<file path="src/rtl/ts_sync_aligner_pkg.sv">
// Shared MPEG-2 TS definitions for the sync aligner and the packet loss counter.
// Holds packet geometry, the sync byte value and the alignment state encoding.
package ts_pkg;

    localparam int         TS_PKT_LEN   = 188;
    localparam logic [7:0] TS_SYNC_BYTE = 8'h47;

    typedef enum logic [1:0] {
        HUNT   = 2'd0,
        VERIFY = 2'd1,
        LOCKED = 2'd2
    } ts_sync_state_t;

    function automatic logic [7:0] sat_inc8(input logic [7:0] value);
        return (value == 8'hFF) ? value : value + 8'd1;
    endfunction

endpackage

</file>
<file path="src/rtl/ts_sync_aligner.sv">
// Per-channel TS packet aligner: hunts for the sync byte, verifies it over
// consecutive packets, flywheels through isolated misses and counts lock losses.
//
// state  | meaning
// -------+-----------------------------------------------------------------
// HUNT   | searching every accepted byte for the sync byte
// VERIFY | candidate found, confirming sync at successive packet boundaries
// LOCKED | aligned; bytes forwarded, boundary misses tolerated up to a limit
module ts_sync_aligner
    import ts_pkg::*;
#(
    parameter int         PKT_LEN      = TS_PKT_LEN,
    parameter logic [7:0] SYNC_BYTE    = TS_SYNC_BYTE,
    parameter int         LOCK_COUNT   = 3,
    parameter int         UNLOCK_COUNT = 3
) (
    input  logic       clk,
    input  logic       reset_n,
    input  logic       in_valid,
    input  logic [7:0] in_data,
    input  logic       en_reset_counter,
    output logic       out_valid,
    output logic       out_sync,
    output logic [7:0] out_data,
    output logic       locked,
    output logic [7:0] loss_count
);

    localparam int               POS_W      = $clog2(PKT_LEN);
    localparam logic [POS_W-1:0] POS_LAST   = POS_W'(PKT_LEN - 1);
    localparam logic [POS_W-1:0] POS_FIRST  = POS_W'(1);
    localparam logic [3:0]       LOCK_TGT   = 4'(LOCK_COUNT);
    localparam logic [3:0]       UNLOCK_TGT = 4'(UNLOCK_COUNT);

    ts_sync_state_t   state;
    ts_sync_state_t   ns;
    logic [POS_W-1:0] pos;
    logic [POS_W-1:0] pos_nx;
    logic [3:0]       hits;
    logic [3:0]       hits_nx;
    logic [3:0]       miss;
    logic [3:0]       miss_nx;
    logic             boundary;
    logic             is_sync;
    logic             loss_evt;

    assign boundary = (pos == '0);
    assign is_sync  = (in_data == SYNC_BYTE);

    always_comb begin
        ns       = state;
        pos_nx   = pos;
        hits_nx  = hits;
        miss_nx  = miss;
        loss_evt = 1'b0;

        if (in_valid) begin
            pos_nx = (pos == POS_LAST) ? '0 : pos + POS_FIRST;
            unique case (state)
                HUNT: begin
                    // The candidate byte itself is position 0 of its packet.
                    if (is_sync) begin
                        ns      = VERIFY;
                        pos_nx  = POS_FIRST;
                        hits_nx = 4'd1;
                    end else begin
                        pos_nx = '0;
                    end
                end
                VERIFY: begin
                    if (boundary) begin
                        if (is_sync) begin
                            hits_nx = hits + 4'd1;
                            if (hits + 4'd1 == LOCK_TGT) begin
                                ns      = LOCKED;
                                miss_nx = 4'd0;
                            end
                        end else begin
                            ns = HUNT;
                        end
                    end
                end
                LOCKED: begin
                    if (boundary) begin
                        if (is_sync) begin
                            miss_nx = 4'd0;
                        end else if (miss + 4'd1 == UNLOCK_TGT) begin
                            ns       = HUNT;
                            miss_nx  = 4'd0;
                            loss_evt = 1'b1;
                        end else begin
                            miss_nx = miss + 4'd1;
                        end
                    end
                end
                default: ns = HUNT;
            endcase
        end
    end

    always_ff @(posedge clk) begin
        if (!reset_n) begin
            state      <= HUNT;
            pos        <= '0;
            hits       <= 4'd0;
            miss       <= 4'd0;
            out_valid  <= 1'b0;
            out_sync   <= 1'b0;
            out_data   <= 8'd0;
            locked     <= 1'b0;
            loss_count <= 8'd0;
        end else begin
            state     <= ns;
            pos       <= pos_nx;
            hits      <= hits_nx;
            miss      <= miss_nx;
            out_valid <= in_valid && (ns == LOCKED);
            out_sync  <= in_valid && boundary && (ns == LOCKED);
            locked    <= (ns == LOCKED);
            if (in_valid) begin
                out_data <= in_data;
            end
            // A clear coinciding with a loss event leaves the counter at zero.
            if (en_reset_counter) begin
                loss_count <= 8'd0;
            end else if (loss_evt) begin
                loss_count <= sat_inc8(loss_count);
            end
        end
    end

endmodule

</file>
<file path="config.mk">
export PLATFORM = sky130hd
export DESIGN_NAME = ts_sync_aligner
export DESIGN_NICKNAME = d
export VERILOG_FILES = /design/src/rtl/ts_sync_aligner_pkg.sv /design/src/rtl/ts_sync_aligner.sv
export SDC_FILE = /design/constraint.sdc
export NUM_CORES = 1
export LEC_CHECK = 0
export ABC_CLOCK_PERIOD_IN_PS = 2550
export BUFFER_PORTS_ARGS = -buffer_cell sky130_fd_sc_hd__buf_2
export CAP_MARGIN = 30
export CORE_MARGIN = 10
export CORE_UTILIZATION = 55
export DETAILED_ROUTE_END_ITERATION = 12
export PLACE_DENSITY = 0.78
export SYNTH_ARGS = -nofsm -noshare
export SYNTH_HDL_FRONTEND = slang
export SYNTH_SLANG_ARGS = --single-unit
export TNS_END_PERCENT = 100
</file>
<file path="constraint.sdc">
create_clock -name clk -period 2.55 [get_ports clk]
set_input_delay 0.255 -clock clk [delete_from_list [all_inputs] [get_ports clk]]
set_output_delay 0.255 -clock clk [all_outputs]
set_load 0.01 [all_outputs]
</file>
Word level (Yosys, flattened, before mapping)
Cells that the tools add are included.
Widths: inputs -> output; s select.
{ "totals": {"wordCells": 67, "regBits": 37, "out_inout_bits": 19, "inputBits": 12} }
{ "classes": {"reduce_logical": 11, "bitwise_logic": 2, "eq_ne": 13, "n_addsub": 4, "mux": 28} }
{ "ops": {"columns": ["op", "n"], "rows": [
  ["$mux 4", 9],
  ["$add 8x1->8 const B", 2],
  ["$eq 8x8->1 const B", 2],
  ["$mux 2", 8],
  ["$mux 8", 2],
  ["$pmux 4 s2", 2],
  ["$ne 2x2->1 const B", 5],
  ["$add 4x1->4 const B", 2],
  ["$eq 4x2->1 const B", 2],
  ["$eq 8x7->1 const B", 1],
  ["$logic_not 8->1", 1],
  ["$mux 1", 6],
  ["$pmux 2 s3", 1],
  ["$reduce_and 6->1", 1],
  ["$reduce_and 5->1", 1],
  ["$eq 2x2->1 const B", 2],
  ["$reduce_bool 2->1", 2],
  ["$logic_and 1x1->1", 3],
  ["$eq 2x1->1 const B", 1],
  ["$logic_not 2->1", 1],
  ["$not 1->1", 2],
  ["$reduce_and 2->1", 1],
  ["$reduce_or 2->1", 1]
]} }

Depth between registers and ports, before layout
{ "depth": {"ltp_word": 9, "mapped_depth": 8, "mapped_depth_nobuf": 8} }

Worst setup path after synthesis
Ideal clock, no wire load.
{ "synth_timing": {"path_kind": "reg2reg", "start": "register miss[1]", "end": "register loss_count[5]", "stages_incl_launch_ff": 8, "t_required_ns": 2.480, "slack_ns": 0.735, "arrival_ns": 1.745, "setup_time_ns": 0.070, "synth_period_minus_slack_ns": 1.815, "n_path_buf": 0, "path_cell_list": "dfxtp_1 ha_1 and2_1 a21oi_1 o32ai_4 nand3_2 or4_1 a21oi_1"} }
{ "synth_via": {"elab_chain_cells": 8} }
{ "synth_lines": {"columns": ["item", "line_no", "text"], "rows": [
  ["start: declaration", "ts_sync_aligner.sv:41", "logic [3:0] miss;"],
  ["start signal: assignment", "ts_sync_aligner.sv:116", "miss <= miss_nx;"],
  ["$add 4x1->4", "ts_sync_aligner.sv:87", "end else if (miss + 4'd1 == UNLOCK_TGT) begin"],
  ["$eq 4x2->1", "ts_sync_aligner.sv:87", null],
  ["$mux 1", "ts_sync_aligner.sv:87", null],
  ["$mux 1", "ts_sync_aligner.sv:85", "if (is_sync) begin"],
  ["$mux 1", "ts_sync_aligner.sv:84", "if (boundary) begin"],
  ["$mux 1", "ts_sync_aligner.sv:59", "unique case (state)"],
  ["$mux 1", "ts_sync_aligner.sv:57", "if (in_valid) begin"],
  ["$reduce_and 2->1 (no line)", null, null],
  ["end signal: assignment", "ts_sync_aligner.sv:127", "loss_count <= sat_inc8(loss_count);"],
  ["end: declaration", "ts_sync_aligner.sv:26", "output logic [7:0] loss_count"]
]} }
No other way between the ends.
A chain may end at the register's enable or synchronous reset.

Final worst setup path
Same ends and word-level chain as after synthesis.

==> summary.md <==
| Metric | Value |
|---|---|
| Class of the most critical hold timing path | `input pin to flop` |
| Final WS setup | `0.408 ns` |
| CP max FO | `14` |
| Setup violators final | `0` |
| Number of synthesized flops with an enable pin | `0` |
| Global-route wire length before repair | `6420 µm` |
| Post-Place Cells | `283` |
| # IOs | `31` |
| Async set-or-reset flop fraction in the synthesized netlist | `0%` |
| Slowest-stage cell, CP | `or4_1` |
| Post-synthesis cell area | `1890 µm²` |
| GRT overflow | `0` |
| Least-Margin Pin Slew | `0.415 ns` |
| Commonest non-fill, non-tap cell in the layout | `dfxtp_1` |
| N_diodes | `0` |
| Setup Skew | `0.00751 ns` |
| Antenna-violating nets left | `0` |
| XOR/XNOR share of the synthesized area | `3.25%` |
| Main combinational cell family by area after synthesis | `simple AND/OR/NAND/NOR gates` |
| FF+latch count, synth | `37` |
| Max_slew headroom | `72.0%` |
| RSZ-0062 raised after global routing | `false` |
| Clock sink count | `37` |
| PwrDens | `468 nW/µm²` |
| Final hold slack | `0.186 ns` |
| Antenna violations before repair | `0` |
| Setup Fix Bufs, Post-CTS | `0` |
| TritonCTS clock tree | `yes` |
| Post-Synth Simple-Gate Area | `27.7%` |
| Mux share of post-synthesis cell area | `5.84%` |
| Minimum clock period | `2.14 ns` |
| Gr usage total | `12.5%` |
| Iteration-0 DRC Markers | `54` |
| Worst slack, placed | `0.423 ns` |
| Clock latency at the later pin of the worst-skew pair | `0.33 ns` |
| Nets | `263` |
| Sequential element share of the synthesized area | `39.3%` |
| Post-Synth Adder-Cell Area | `4.64%` |
| Syn_nets | `234` |
| Max-slew violations | `0` |
| Max VDD drop | `272 µV` |
| Wire length per cell | `12.9 µm` |
| Post-Syn Instances | `215` |
| WP data required | `2.82 ns` |
| Vias in the first global route | `1,479` |
| Layout cells sized above 1 | `18.4%` |
| H-tree levels | `2` |
| Ys flop type | `dfxtp_1` |
| Die width | `78.6 µm` |
| Core area | `3340 µm²` |
| Delay of the slowest cell on the worst path | `0.53 ns` |
| Clk root buf | `clkbuf_4` |
| Final Hold Fails | `0` |
| Arrival time at the worst endpoint | `2.41 ns` |
| Post-route DRC | `0` |
| Setup TNS Final | `0 ns` |
| Distinct cells, synth | `44` |
| Post-CTS sizing | `0` |
| CTS Hold Buffers Added | `0` |
| Vias per inst | `5.41` |
| F_max | `467 MHz` |
| Input/output buffers | `30` |
| Total chip power | `0.000991 W` |
| DPL Wire Length | `2780 µm` |
| Critical path class | `flop to flop` |
| Clock buffer depth | `2` |
| Num CTS Buffers | `5` |
| Placer's final routability congestion estimate | `0.822` |
| Crit share post-route | `84.0%` |
| Post-synthesis compound-gate area fraction | `14.7%` |
| Drt total wl | `3750 µm` |
| Startpoint Class | `flop` |
| Worst-path clk slew | `0.10 ns` |
| Syn_area_per_cell | `8.78 µm²` |
| Total die area | `6170 µm²` |
| Synthesis-to-layout area growth | `12.1%` |
| Synth Warn # | `0` |
| Most used cell, CP | `a21oi_1` |
| MaxCap Viol Count | `0` |
| DRT Pass-1 Iters | `6` |
| Fillcell total | `293` |
| Commonest cells after routing, fill and taps aside | `dfxtp_1 (37), buf_2 (30), nor2_1 (18), nand2_1 (18), inv_1 (12)` |
| Leakage power | `0.872 nW` |
| Die height | `78.6 µm` |
| Via count of the routed design | `1,569` |
| Initial core utilization | `56.5%` |
| Rows | `21` |
| Cell Chain, Critical Path | `ha_1 > and2_1 > a21oi_1 > o32ai_4 > nand3_2 > or4_1 > a21oi_1` |
| Pin count of the biggest net entering global routing | `27` |
| Kind of end point of the critical path | `flop` |
| Status | `finished, final reports clean` |
| Layout Cells excl Fill | `290` |
## metal layers
metal  wire [µm]  part of all wire (%)  up-vias  track usage (%)
met5           0                     0        -                0
met4          42                   1.1        0             5.38
met3         204                   5.4        4             5.58
met2        1700                    45       39             19.5
met1        1800                    48      717             14.6
li1            -                     -      809                -
## worst max-delay path: cells and delay by family, from the launching register on
family | cells | cell delay [ns]
adder cells (fa/ha/maj) | 1 | 0.24
flip-flops | 1 | 0.40
AO/OA/AOI/OAI | 3 | 0.50
AND/OR/NAND/NOR | 3 | 0.94
## power breakdown
part | total [W] | internal, W | switching (W)
sequential | 0.000600 | 0.000590 | 0.00000948
clock | 0.000309 | 0.000130 | 0.000178
combinational | 0.0000823 | 0.0000360 | 0.0000463
total | 0.000991 | 0.000757 | 0.000234
## worst paths after layout
kind / from / endpoint / slack [ns] / cells after the start
worst max-delay path: miss[1]$_SDFFE_PN0P_ / loss_count[5]$_SDFFE_PP0P_ / 0.41 / 7
worst min-delay path: in_data[6] / out_data[6]$_SDFFE_PN0P_ / 0.19 / 3
worst max register to register: miss[1]$_SDFFE_PN0P_ / loss_count[5]$_SDFFE_PP0P_ / 0.41 / 7
worst min register to register: loss_count[7]$_SDFFE_PP0P_ / loss_count[7]$_SDFFE_PP0P_ / 0.50 / 2
## sequential cells by signal, summed over array words and instances (netlist names), 2 cells and up
name and cells:
state 2, pos 8, hits 4, miss 4, loss_count 8, out_data 8
## logic make-up (layout without fill, tap and decap cells)
group,count (synthesis),count (layout)
adders and majority gates,7,7
DFF,37,37
buffers and inverters,21,50
and+or+nand+nor,93,93
AOI/OAI and AO/OA,39,39
muxes,11,11
xor gates and xnor gates,7,7
## through the flow
step	utilization [%]	cell area (µm²)
floorplan	-	1890
global placement	61.8	2060
detailed placement	61.8	2060
CTS	63.4	2120
global route	63.4	2120
finish	63.4	2120
## layout make-up
cell class	count	area, µm²	share of cell area, %
flip-flops and latches	37	741	35.0
well taps	46	57.6	2.72
clock buffers	7	55.1	2.60
multi-input cells	157	1060	50.1
repair buffers	31	158	7.45
inverters	12	45.0	2.13
## synth_stat cells, drive strengths merged (3+ instances only)
cell type  number  area [µm²]
buf             3        18.8
clkbuf          6        22.5
nand2          18        67.6
dfxtp          37         741
o21ai           9        45.0
xor2            5        43.8
mux2i          11         110
a21oi           8        40.0
o22ai           3        18.8
and2            6        37.5
inv            12        45.0
nand4           6        37.5
nor3            5        36.3
nand3          12        70.1
nor2           19        73.8
o31ai           3        22.5
or4             3        22.5
ha              7        87.6
or3             4        25.0
a21boi          4        30.0
nor2b          10        62.6
Power figures use the tool's default switching activity.
